`config.mk`:
```
export PLATFORM = sky130hd
export DESIGN_NAME = div_share_arbiter
export DESIGN_NICKNAME = d
export VERILOG_FILES = /design/src/rtl/div_share_pkg.sv /design/src/rtl/div16_restoring.sv /design/src/rtl/div_share_arbiter_rr_pick.sv /design/src/rtl/div_share_arbiter.sv
export SDC_FILE = /design/constraint.sdc
export NUM_CORES = 1
export LEC_CHECK = 0
export ABC_CLOCK_PERIOD_IN_PS = 66800
export CAP_MARGIN = 15
export CORE_MARGIN = 2
export CORE_UTILIZATION = 55
export DETAILED_ROUTE_END_ITERATION = 7
export DONT_BUFFER_PORTS = 1
export HOLD_SLACK_MARGIN = 0.05
export PLACE_DENSITY_LB_ADDON = 0.05
export SKIP_CTS_REPAIR_TIMING = 1
export SLEW_MARGIN = 20
export SYNTH_ARGS = -nofsm -noshare
export SYNTH_HDL_FRONTEND = slang
export SYNTH_SLANG_ARGS = --single-unit
export TNS_END_PERCENT = 100
```
`constraint.sdc`:
```
create_clock -name clk -period 66.8 [get_ports clk]
set_clock_uncertainty 0.15 [all_clocks]
set_input_delay 13.36 -clock clk [delete_from_list [all_inputs] [get_ports clk]]
set_output_delay 13.36 -clock clk [all_outputs]
set_load 0.005 [all_outputs]
```
`src/rtl/div_share_pkg.sv`:
```
// Shared encodings and constants for the shared-divider arbiter.
package div_share_pkg;
    localparam int          DIV_W   = 16;
    localparam logic [15:0] DZ_QUOT = 16'hFFFF;

    typedef enum logic [1:0] {
        S_IDLE = 2'd0,
        S_CALC = 2'd1,
        S_DONE = 2'd2
    } state_t;
endpackage

```
`src/rtl/div16_restoring.sv`:
```
// 16-bit combinational restoring divider; D=0 yields Q=FFFF, R=N.
module div16_restoring (
    input  logic [15:0] n,
    input  logic [15:0] d,
    output logic [15:0] q,
    output logic [15:0] r
);
    logic [16:0] rem;

    always_comb begin
        rem = '0;
        q   = '0;
        for (int i = 15; i >= 0; i--) begin
            rem = {rem[15:0], n[i]};
            if (rem >= {1'b0, d}) begin
                rem  = rem - {1'b0, d};
                q[i] = 1'b1;
            end
        end
        r = rem[15:0];
    end
endmodule

```
`src/rtl/div_share_arbiter_rr_pick.sv`:
```
// Round-robin picker: first asserted req after index last, wrapping.
module rr_pick #(
    parameter int NREQ = 2,
    parameter int IW   = (NREQ > 1) ? $clog2(NREQ) : 1
) (
    input  logic [NREQ-1:0] req,
    input  logic [IW-1:0]   last,
    output logic [NREQ-1:0] gnt,
    output logic [IW-1:0]   idx,
    output logic            any
);
    int j;

    always_comb begin
        gnt = '0;
        idx = '0;
        any = 1'b0;
        j   = 0;
        for (int i = 1; i <= NREQ; i++) begin
            j = int'(last) + i;
            if (j >= NREQ) j = j - NREQ;
            if (!any && req[j]) begin
                any    = 1'b1;
                idx    = IW'(j);
                gnt[j] = 1'b1;
            end
        end
    end
endmodule

```
`src/rtl/div_share_arbiter.sv`:
```
// Arbitrates NREQ requesters onto one shared 16-bit divider, 3 cycles per op.
module div_share_arbiter
    import div_share_pkg::*;
#(
    parameter int NREQ = 2,
    parameter int W    = DIV_W
) (
    input  logic              clk,
    input  logic              rst,
    input  logic [NREQ-1:0]   req,
    input  logic [NREQ*W-1:0] n_in,
    input  logic [NREQ*W-1:0] d_in,
    output logic [NREQ-1:0]   ack,
    output logic [NREQ-1:0]   done,
    output logic [W-1:0]      q_out,
    output logic [W-1:0]      r_out,
    output logic              dz_out,
    output logic              busy
);
    localparam int IW = (NREQ > 1) ? $clog2(NREQ) : 1;

    state_t               state, state_nx;
    logic [IW-1:0]        g, last, pick_idx;
    logic [NREQ-1:0]      pick_gnt;
    logic                 pick_any;
    logic [W-1:0]         n_r, d_r, q_div, r_div;
    logic [NREQ-1:0][W-1:0] n_arr, d_arr;

    assign n_arr = n_in;
    assign d_arr = d_in;

    rr_pick #(.NREQ(NREQ), .IW(IW)) u_pick (
        .req  (req),
        .last (last),
        .gnt  (pick_gnt),
        .idx  (pick_idx),
        .any  (pick_any)
    );

    div16_restoring u_div (
        .n (n_r),
        .d (d_r),
        .q (q_div),
        .r (r_div)
    );

    always_comb begin
        state_nx = state;
        ack      = '0;
        done     = '0;
        busy     = (state != S_IDLE);
        case (state)
            S_IDLE: if (pick_any) state_nx = S_CALC;
            S_CALC: begin
                ack[g]   = 1'b1;
                state_nx = S_DONE;
            end
            S_DONE: begin
                done[g]  = 1'b1;
                state_nx = S_IDLE;
            end
            default: state_nx = S_IDLE;
        endcase
    end

    always_ff @(posedge clk) begin
        if (rst) begin
            state  <= S_IDLE;
            g      <= '0;
            last   <= IW'(NREQ - 1);
            n_r    <= '0;
            d_r    <= '0;
            q_out  <= '0;
            r_out  <= '0;
            dz_out <= 1'b0;
        end else begin
            state <= state_nx;
            if (state == S_IDLE && pick_any) begin
                n_r  <= n_arr[pick_idx];
                d_r  <= d_arr[pick_idx];
                g    <= pick_idx;
                last <= pick_idx;
            end
            // D=0 result forced so it never depends on divider internals
            if (state == S_CALC) begin
                q_out  <= (d_r == '0) ? DZ_QUOT : q_div;
                r_out  <= (d_r == '0) ? n_r : r_div;
                dz_out <= (d_r == '0);
            end
        end
    end
endmodule

```
# Yosys cells after proc, flatten, opt, wreduce, memory -nomap -nowiden
# Cells that the tools add are included.
[op_classes]
addsub = 20
n_lt_le_gt_ge = 23
n_eq_ne = 3
mux = 56
n_reduce_logical = 7
[op_table]
columns = ["operator", "count"]
rows = [
  ["16-bit 2-to-1 mux", 22],
  ["17-bit by 16-bit greater-or-equal comparator with 1-bit output", 15],
  ["16-bit subtractor", 15],
  ["32-bit by 3-bit greater-or-equal comparator with 1-bit output (second input constant)", 2],
  ["32-bit by 3-bit < comparator with 1-bit output (second input constant)", 2],
  ["32-bit 2-to-1 mux", 2],
  ["32-bit by 3-bit subtractor with 32-bit output (second input constant)", 2],
  ["1-bit 2-to-1 mux", 27],
  ["1-bit by 16-bit greater-or-equal comparator with 1-bit output", 1],
  ["16-bit zero test", 1],
  ["1-bit by 16-bit subtractor with 16-bit output", 1],
  ["2-bit 2-to-1 mux", 3],
  ["1-bit by 2-bit < comparator with 1-bit output (second input constant)", 2],
  ["2-bit case mux with 2 select lines", 1],
  ["1-bit by 2-bit adder with 3-bit output (second input constant)", 1],
  ["1-bit logical AND", 3],
  ["1-bit by 1-bit adder with 2-bit output (second input constant)", 1],
  ["2-bit by 1-bit == test with 1-bit output (second input constant)", 1],
  ["2-bit == test (second input constant)", 1],
  ["2-bit zero test", 1],
  ["2-bit inequality test (second input constant)", 1],
  ["2-bit nonzero test", 1],
  ["1-bit demux with 1-bit select", 1],
  ["1-bit greater-or-equal comparator (second input constant)", 1],
  ["1-bit zero test", 1],
]
[totals]
regBits = 69
in_bits = 68
output_inout_bits = 38
elab_cells = 117

# Logic depth before layout (Yosys ltp)
# Gate-level depths: netlist (run 1).
[logic_depth]
ltp_word = 33
mapped_depth = 277
depth_no_buf = 258

# Modules after synthesis
# Synthesis (run 1) repeated with hierarchy kept, for this count alone.
[hier_totals]
hier_cells = 2253
area_unflattened_um2 = 16881.2
[by_module_without_submodules]
columns = ["module", "instances", "cells_each", "area_each_um2", "seq_area_each_um2"]
rows = [
  ["div16_restoring", 1, 1911, 13915.8, 0.0],
  ["div_share_arbiter", 1, 337, 2932.8, 1381.3],
  ["rr_pick", 1, 5, 32.5, 0.0],
]

# Worst setup path before layout (run 1)
# OpenSTA, ideal clock, no wires.
[synth_timing]
path_type = "register to register"
from = "register d_r[1]"
to = "register r_out[10]"
setup_time_ps = 116
arrival_time_ps = 49399
required_time_ps = 66534
slack_ps = 17136
stages_incl_launch_ff = 264
n_path_buf = 20
synth_period_minus_slack_ps = 49664
path_cell_list = "dfxtp_1 inv_2 ha_1 a21oi_2 nor2_1 o21ai_0 inv_1 ha_1 nor2b_1 o311a_1 a32oi_1 nand2_1 a221oi_4 clkbuf_1 clkbuf_1 o21ai_0 ha_1 a21oi_2 (+228 left out) a21oi_1 o21bai_1 a21o_1 a21o_1 a21o_1 a21o_1 a21o_1 a21o_1 a21o_1 a21o_1 a21o_1 a21o_1 a211o_1 a221o_1 a21o_1 buf_6 mux2_4 a31o_1"
[synth_between]
elab_chain_len = 33
word_cells_on_any_way = 50
cone_classes = "add/sub: 16; order compare: 16; mux: 17; reduce/logical: 1"
[synth_lines]
columns = ["element", "line", "source"]
rows = [
  ["start: declaration", "div_share_arbiter.sv:26", "logic [W-1:0] n_r, d_r, q_div, r_div;"],
  ["start signal: assignment", "div_share_arbiter.sv:80", "d_r <= d_arr[pick_idx];"],
  ["1-bit by 16-bit subtractor with 16-bit output or 1-bit by 16-bit greater-or-equal comparator with 1-bit output (tied branches)", "div16_restoring.sv:16, div16_restoring.sv:15", ""],
  ["16-bit 2-to-1 mux", "div16_restoring.sv:15", "if (rem >= {1'b0, d}) begin"],
  ["16-bit subtractor or 17-bit by 16-bit greater-or-equal comparator with 1-bit output (tied branches)", "div16_restoring.sv:16, div16_restoring.sv:15", ""],
  ["16-bit 2-to-1 mux", "div16_restoring.sv:15", ""],
  ["16-bit subtractor or 17-bit by 16-bit greater-or-equal comparator with 1-bit output (tied branches)", "div16_restoring.sv:16, div16_restoring.sv:15", ""],
  ["16-bit 2-to-1 mux", "div16_restoring.sv:15", ""],
  ["16-bit subtractor or 17-bit by 16-bit greater-or-equal comparator with 1-bit output (tied branches)", "div16_restoring.sv:16, div16_restoring.sv:15", ""],
  ["16-bit 2-to-1 mux", "div16_restoring.sv:15", ""],
  ["(+17 left out)", "-", ""],
  ["16-bit 2-to-1 mux", "div16_restoring.sv:15", ""],
  ["16-bit subtractor or 17-bit by 16-bit greater-or-equal comparator with 1-bit output (tied branches)", "div16_restoring.sv:16, div16_restoring.sv:15", ""],
  ["16-bit 2-to-1 mux", "div16_restoring.sv:15", ""],
  ["17-bit by 16-bit greater-or-equal comparator with 1-bit output or 16-bit subtractor (tied branches)", "div16_restoring.sv:15, div16_restoring.sv:16", ""],
  ["16-bit 2-to-1 mux", "div16_restoring.sv:15", ""],
  ["16-bit subtractor or 17-bit by 16-bit greater-or-equal comparator with 1-bit output (tied branches)", "div16_restoring.sv:16, div16_restoring.sv:15", ""],
  ["16-bit 2-to-1 mux", "div16_restoring.sv:15", ""],
  ["16-bit 2-to-1 mux (*)", "div_share_arbiter.sv:87", "r_out <= (d_r == '0) ? n_r : r_div;"],
  ["end signal: assignment", "div_share_arbiter.sv:87", ""],
  ["end: declaration", "div_share_arbiter.sv:16", "output logic [W-1:0] r_out,"],
]
# Every way passes the cells marked *; elsewhere a longest branch is shown, timed or not.
# A chain may end at the register's enable or synchronous reset.

# Worst setup path in the final report (run 1)
[layout_timing]
from = "register d_r[0]"
to = "register r_out[3]"
# The elaborated chain is that of the path after synthesis.

==> results.py, run 1 <==
metrics = {
    "timing": {
        "period_share_pct": 84.1,
        "setup_slack_ps": 10650,
        "max-slew-margin-rel_pct": 25.0,
        "finalSetupTns_ps": 0,
        "rsz0062_at_grt": "no",
        "finalSetupViolCount": 0,
        "hold_viol": 0,
        "layout_min_cycle_time_ps": 56150,
        "drv_slew": 0,
        "worst_pin_slew_ps": 1110,
        "fmax_mhz": 17.8,
    },
    "logic_synthesis": {
        "synth_area_leaders": "ha_1 (18%), dfxtp_1 (8.3%), mux2_2 (6.6%)",
        "yosys_most_used_dff": "dfxtp_1",
        "synthAdderAreaFrac_pct": 20.0,
        "yosysMostFrequentCell": "ha_1",
        "avgSynthCellArea_sq_um": 7.66,
        "synth_warnings": 0,
        "synth_top_family_by_area": "compound AO/OA/AOI/OAI gates",
        "synth_seq_cells": 69,
        "synth.distinct_cells": 111,
        "yosysTopAreaCell": "ha_1",
        "synth_area_sq_um": 16600,
        "synth_compound_area_share_pct": 28.5,
        "synth_edf_count": 0,
        "ys_top_cells_by_count": "ha_1 (241), nor2_1 (203), o21ai_0 (145)",
        "synthCells": 2168,
        "muxShareOfSynthArea_pct": 10.8,
        "synth_nets": 2492,
        "async_flop_share_pct": 0,
        "yosysSeqAreaShare_pct": 8.32,
        "yosys.area_share.simple_pct": 19.3,
        "synth-xor-area-share_pct": 8.38,
        "synth_top_area_share_pct": 18.2,
    },
    "routing": {
        "drt_pass1_iterations": 8,
        "routed_wl_um": 52800,
        "wl_per_cell_um": 20.7,
        "ant_nets": 0,
        "drt-initial-drc-count": 1227,
        "vias_per_cell": 6.35,
        "drc": 0,
        "dr_total_vias": 16200,
    },
    "floorplan": {
        "num_rows": 63,
        "boundaryPins": 106,
        "die_area_sq_um": 31600,
        "die_h_um": 178,
        "core_sq_um": 29700,
        "start_util_pct": 55.9,
        "fp.dieW_um": 178,
    },
    "clock_tree": {
        "cts.sinks": 69,
        "clk_latency_ps": 360,
        "clock-root-buffer": "clkbuf_16",
        "htree_levels": 3,
        "max-clock-path-buffers": 2,
        "clkTransAtPathRegs_ps": 80,
        "cts_tree": "yes",
        "cts_made_buffers": 9,
    },
    "placement": {
        "io_buffer_count": 0,
        "place.gp.congestion": 0.955,
        "post-place-ws_ps": 11530,
        "place_hpwl_um": 41600,
    },
    "final_layout": {
        "drive_gt1_share_pct": 10.2,
        "nets": 2478,
        "area_growth_pct": 4.71,
        "diodes": 0,
    },
    "critical_path": {
        "r2r-end": "r_out[3]$_SDFFE_PP0N_",
        "startpoint": "d_r[0]$_SDFFE_PP0P_",
        "crit_top_cell": "o21ai_0",
        "r2r_start": "d_r[0]$_SDFFE_PP0P_",
        "rr_worst_depth": 251,
        "crit_required_ps": 66870,
        "arrival_ps": 56220,
        "cp-end-kind": "flop",
        "ff2ff_setup_slack_ps": 10650,
        "startpoint_type": "flop",
        "path_max_fanout": 25,
        "endpoint": "r_out[3]$_SDFFE_PP0N_",
        "crit_path_top_delay_cell": "a21boi_1",
        "path_class": "reg -> reg",
        "crit_path_max_incr_delay_ps": 670,
    },
    "worst_hold_path": {
        "hold_class": "reg -> reg",
    },
    "global_route": {
        "grt_pass1_wl_um": 82800,
        "first_global_vias": 15700,
        "grt_max_degree": 65,
        "track_usage_pct": 33.3,
        "grt_overflow": 0,
        "antenna_found_initial": 0,
    },
    "flow_run": {
        "max_cap_violations": 0,
    },
    "status": {
        "outcome": "completed",
    },
}
-- how the worst min path moves through the flow --
| stage | end | startpoint | cells past startpoint |
|---|---|---|---|
| floorplan | dz_out$_SDFFE_PP0N_ | dz_out$_SDFFE_PP0N_ | 2 |
| global route | dz_out$_SDFFE_PP0N_ | dz_out$_SDFFE_PP0N_ | 2 |
| global placement | dz_out$_SDFFE_PP0N_ | dz_out$_SDFFE_PP0N_ | 2 |
| CTS | dz_out$_SDFFE_PP0N_ | dz_out$_SDFFE_PP0N_ | 2 |
| finish | dz_out$_SDFFE_PP0N_ | dz_out$_SDFFE_PP0N_ | 2 |
| detailed placement | dz_out$_SDFFE_PP0N_ | dz_out$_SDFFE_PP0N_ | 2 |
-- cell families (layout without fill, tap and decap cells) --
logic type,after synthesis,after routing
xor gates and xnor gates,159,159
and+or+nand+nor,637,637
buffers and inverters,198,189
DFF,69,69
muxes,165,165
adders and majority gates,256,256
AOI/OAI and AO/OA,684,684
-- registers in the layout, indices dropped and copies added, names as in the netlist --
name / flops
d_r: 16
n_r: 16
q_out: 16
r_out: 16
state: 2
dz_out: 1
g: 1
last: 1
-- stage by stage --
stage	hold WS [ps]	utilization, %	area, sq um	instances
floorplan	303	-	16600	2168
global placement	310	57.5	17100	2533
detailed placement	320	57.5	17100	2533
CTS	330	58.5	17400	2549
global route	373	58.5	17400	2549
finish	334	58.5	17400	2549
-- critical path, delay by kind of cell (launching register included) --
| kind | cells | cell delay, ps |
|---|---|---|
| buffers and inverters | 19 | 2780 |
| muxes | 5 | 1960 |
| and+or+nand+nor | 49 | 9950 |
| DFF | 1 | 300 |
| adders and majority gates | 17 | 4800 |
| AOI/OAI and AO/OA | 161 | 35960 |
-- cell usage in the layout, fill, tap and decap left out, types with 45 or more instances in the layout --
cell type  instances
ha_1             241
a21oi_1          137
nor2b_1           51
mux2_2            98
o21ai_0          145
xnor2_1           95
a211oi_1          61
nand4_1           50
xor2_1            64
inv_1            143
nand2b_1          45
mux2i_1           60
nor2_1           202
nand2_1          130
a21o_1            79
dfxtp_1           69
-- per-layer routing --
layer  up-vias  GRT usage [%]  wire length [um]
li1       7994              -                 -
met1      7531           42.2             23100
met2       548           55.7             24100
met3       111           6.04              3500
met4         0           13.1              2160
met5         -              0                 0
-- cell type report --
class | instances | area (sq um)
fillers | 2813 | 12300
repair buffers | 26 | 195
clock inverters | 5 | 60.1
inverters | 147 | 557
clock buffers | 11 | 243
well taps | 390 | 488
multi-input cells | 1901 | 14500
flip-flops and latches | 69 | 1380
Power of run 1 is left out: the tool's default activity adds up to more than one toggle a clock period on the data nets, which glitch-free logic cannot reach.
==> inputs of run 2 (changes only) <==
Settings changed: ABC_CLOCK_PERIOD_IN_PS 66800 to 46600.
Clock period 66.8 ns to 46.6 ns, I/O delays scaled along.
==> run 2 against run 1 <==
Non-clock buffer count grew 119. Routed wire length grew 12%. Critical path type unchanged. Design area grew 9.2%. Critical endpoint is now r_out[1]$_SDFFE_PP0N_. Highest routed layer unchanged. Fmax grew 27%. Global-route usage grew 3.1 points. Flip-flop and latch count is the same.
==> results.py, run 2 (synthesis results as in run 1) <==
metrics = {
    "floorplan": {
        "core_sq_um": 29700,
        "boundaryPins": 106,
        "num_rows": 63,
        "die_area_sq_um": 31600,
        "fp.dieW_um": 178,
        "start_util_pct": 55.9,
        "die_h_um": 178,
    },
    "clock_tree": {
        "clkTransAtPathRegs_ps": 60,
        "cts_made_buffers": 9,
        "clk_latency_ps": 350,
        "cts_tree": "yes",
        "htree_levels": 3,
        "max-clock-path-buffers": 2,
        "cts.sinks": 69,
        "clock-root-buffer": "clkbuf_16",
    },
    "critical_path": {
        "path_class": "reg -> reg",
        "arrival_ps": 44060,
        "crit_path_max_incr_delay_ps": 460,
        "crit_path_top_delay_cell": "o31ai_1",
        "startpoint_type": "flop",
        "path_max_fanout": 19,
        "cp-end-kind": "flop",
        "crit_required_ps": 46620,
        "crit_top_cell": "a21o_1",
    },
    "final_layout": {
        "drive_gt1_share_pct": 19.3,
        "nets": 2599,
        "layout_common_cells": "ha_1 (229), nor2_1 (197), inv_1 (142)",
        "diodes": 0,
        "final_common_cell": "ha_1",
        "area_growth_pct": 14.4,
    },
    "timing": {
        "drv_slew": 0,
        "layout_min_cycle_time_ps": 44040,
        "worst_pin_slew_ps": 1240,
        "finalSetupViolCount": 0,
        "period_share_pct": 94.5,
        "setup_slack_ps": 2560,
        "max-slew-margin-rel_pct": 17.3,
        "fmax_mhz": 22.7,
        "hold_viol": 0,
    },
    "worst_hold_path": {
        "hold_class": "reg -> reg",
    },
    "flow_run": {
        "max_cap_violations": 0,
    },
    "global_route": {
        "track_usage_pct": 36.4,
        "grtUsageMet1_pct": 46.1,
        "grt_overflow": 0,
        "grtUsageMet2_pct": 61.9,
        "grt_pass1_wl_um": 89300,
        "grt-busiest-layer": "met2",
        "grt_util_met3_pct": 4.63,
        "first_global_vias": 16400,
        "antenna_found_initial": 0,
        "grt_max_degree": 65,
    },
    "placement": {
        "post-place-ws_ps": -1410,
        "place_hpwl_um": 46100,
        "place.gp.congestion": 0.977,
        "io_buffer_count": 0,
    },
    "status": {
        "outcome": "completed",
    },
    "routing": {
        "drt-initial-drc-count": 1309,
        "drc": 0,
        "ant_nets": 0,
        "vias_per_cell": 6.43,
        "routed_wl_um": 59400,
        "drt_pass1_iterations": 5,
        "dr_total_vias": 17200,
        "wl_per_cell_um": 22.2,
    },
}
## run 2: cell count changes in the layout (fill, tap and decap cells not counted), sizes merged
cell,delta
a21o,+1
buf,+119
clkbuf,-1
clkinv,-1
inv,+2
o211ai,+1
## run 2: path summary, 6_finish.rpt
kind	slack [ps]	from	cells after the start	endpoint
setup / recovery	2560	n_r[15]$_SDFFE_PP0P_	231	r_out[1]$_SDFFE_PP0N_
hold / removal	340	dz_out$_SDFFE_PP0N_	2	dz_out$_SDFFE_PP0N_
setup reg to reg	2560	n_r[15]$_SDFFE_PP0P_	231	r_out[1]$_SDFFE_PP0N_
hold reg to reg	340	dz_out$_SDFFE_PP0N_	2	dz_out$_SDFFE_PP0N_
## run 2: final cells by class
class,instances,area [sq um]
clock buffer,10,239
clock inverter,6,68.8
fill,2683,10700
inverter,147,559
multi-input combinational,1903,15100
sequential,69,1390
tap,390,488
timing repair buffer,145,1130
## run 2: worst max-delay path: cells and delay by family, from the launching register on
family,cells,cell delay (ps)
compound gates,144,25980
simple gates,41,6420
fa+ha+maj,17,5160
mux,9,2910
buf+inv,20,2800
flops,1,330
## run 2: through the flow
| step | area (sq um) | hold WS, ps | cells | util [%] | setup TNS, ps |
|---|---|---|---|---|---|
| floorplan | 16700 | 303 | 2168 | - | 0 |
| global placement | 17900 | 328 | 2627 | 60.1 | -436 |
| detailed placement | 17900 | 330 | 2627 | 60.1 | -21360 |
| CTS | 18200 | 338 | 2643 | 61.2 | -25240 |
| global route | 19000 | 357 | 2670 | 63.9 | -4010 |
| finish | 19000 | 339 | 2670 | 63.9 | 0 |
## run 2: layer usage
metal	wire [um]	part of all wire, %
met5	0	0
met4	2790	4.7
met3	3730	6.3
met2	27700	47
met1	25200	42
Power of run 2 is left out for the same reason.
==> inputs of run 3 (changes only) <==
Settings changed: ABC_CLOCK_PERIOD_IN_PS 46600 to default, CORE_UTILIZATION 55 to 39.
==> run 3 against run 2 <==
Worst setup slack gained 140 ps. Fmax grew 0.32%. Non-clock buffer count grew 38. Final cell count grew 7.0%. Sequential share of layout area shrank 0.14 points. First-iteration DRC count shrank 19%.
==> results.py, run 3 (synthesis results as in run 1) <==
metrics = {
    "final_layout": {
        "nets": 2636,
        "final_common_cell": "ha_1",
        "drive_gt1_share_pct": 20.1,
        "layout_common_cells": "ha_1 (232), nor2_1 (195), buf_4 (173)",
        "area_growth_pct": 16.6,
        "finish.utilization_pct": 46.1,
        "instances_no_fill": 2857,
    },
    "critical_path": {
        "path_class": "reg -> reg",
        "crit_top_cell": "o21ai_1",
        "startpoint_type": "flop",
        "crit_required_ps": 46710,
        "arrival_ps": 44020,
        "crit_path_max_incr_delay_ps": 550,
        "path_max_fanout": 13,
        "crit_path_top_delay_cell": "or4_1",
        "cp-end-kind": "flop",
    },
    "floorplan": {
        "num_rows": 75,
        "core_sq_um": 42000,
        "die_area_sq_um": 44300,
        "fp.dieW_um": 210,
        "boundaryPins": 106,
        "start_util_pct": 39.5,
        "die_h_um": 210,
    },
    "routing": {
        "wl_per_cell_um": 22.1,
        "vias_per_cell": 5.86,
        "routed_wl_um": 63100,
        "met2WireLength_um": 29600,
        "met1_length_um": 28400,
        "drc": 0,
        "ant_nets": 0,
        "routed.top_layer": "met5",
        "dr_total_vias": 16700,
        "drt_pass1_iterations": 6,
        "drt-initial-drc-count": 1054,
        "met3_length_um": 3400,
    },
    "timing": {
        "finalSetupViolCount": 0,
        "period_share_pct": 94.2,
        "fmax_mhz": 22.8,
        "drv_slew": 0,
        "hold_viol": 0,
        "layout_min_cycle_time_ps": 43900,
        "max-slew-margin-rel_pct": 27.1,
        "worst_pin_slew_ps": 1090,
    },
    "clock_tree": {
        "cts_made_buffers": 9,
        "clock-root-buffer": "clkbuf_16",
        "max-clock-path-buffers": 2,
        "cts.sinks": 69,
        "clk_latency_ps": 390,
        "cts_tree": "yes",
        "clkTransAtPathRegs_ps": 60,
        "htree_levels": 3,
    },
    "placement": {
        "io_buffer_count": 0,
        "place.gp.congestion": 0.906,
        "dp.cells": 2802,
        "place_hpwl_um": 49700,
    },
    "global_route": {
        "track_usage_pct": 28.1,
        "grt_pass1_wl_um": 95200,
        "grt_overflow": 0,
        "first_global_vias": 16100,
        "grt_max_degree": 65,
        "antenna_found_initial": 2,
    },
    "status": {
        "outcome": "completed",
    },
    "flow_run": {
        "max_cap_violations": 0,
    },
    "worst_hold_path": {
        "hold_class": "reg -> reg",
    },
}
==> run 3: cell count changes in the layout (fill, tap and decap cells not counted), moves of 5 or more <==
cell,previous run,this run
buf_4,137,173
a21boi_1,17,25
o21ai_1,48,56
a21boi_2,8,3
==> run 3: metal layers <==
metal	up-vias	global-route usage, %
li1	8335	-
met1	7878	36.6
met2	439	48.3
met3	90	4.48
met4	2	6.78
met5	-	0
==> run 3: final timing paths <==
path,start,end,slack [ps],depth (start not counted)
hold / removal,n_r[0]$_SDFFE_PP0P_,n_r[0]$_SDFFE_PP0P_,340,2
hold reg to reg,n_r[0]$_SDFFE_PP0P_,n_r[0]$_SDFFE_PP0P_,340,2
setup reg to reg,n_r[15]$_SDFFE_PP0P_,r_out[12]$_SDFFE_PP0N_,2700,237
setup / recovery,n_r[15]$_SDFFE_PP0P_,r_out[12]$_SDFFE_PP0N_,2700,237
==> run 3: critical path: cells and delay by family, from the launching register on <==
family	cells	cell delay, ps
DFF	1	330
and+or+nand+nor	45	7730
buffers and inverters	18	2340
adders and majority gates	17	4720
muxes	8	2430
AOI/OAI and AO/OA	149	26060
==> run 3: cell type report <==
type                    instances  area [sq um]
repair buffers                183          1420
inverters                     147           559
diodes                          1          2.50
clock buffers                   9           225
well taps                     539           674
multi-input cells            1902         15000
fillers                      4313         22700
clock inverters                 7          72.6
flip-flops and latches         69          1390
==> run 3: per-stage QoR <==
| stage | setup WS [ps] | hold WS (ps) | TNS [ps] | instance area [sq um] |
|---|---|---|---|---|
| global route | -128 | 371 | -813 | 19400 |
| CTS | -1620 | 347 | -24270 | 18500 |
| global placement | -51.8 | 339 | -132 | 18200 |
| finish | 2700 | 343 | 0 | 19400 |
| floorplan | 5.61 | 303 | 0 | 16700 |
| detailed placement | -1330 | 338 | -19260 | 18200 |
Power of run 3 is left out for the same reason.
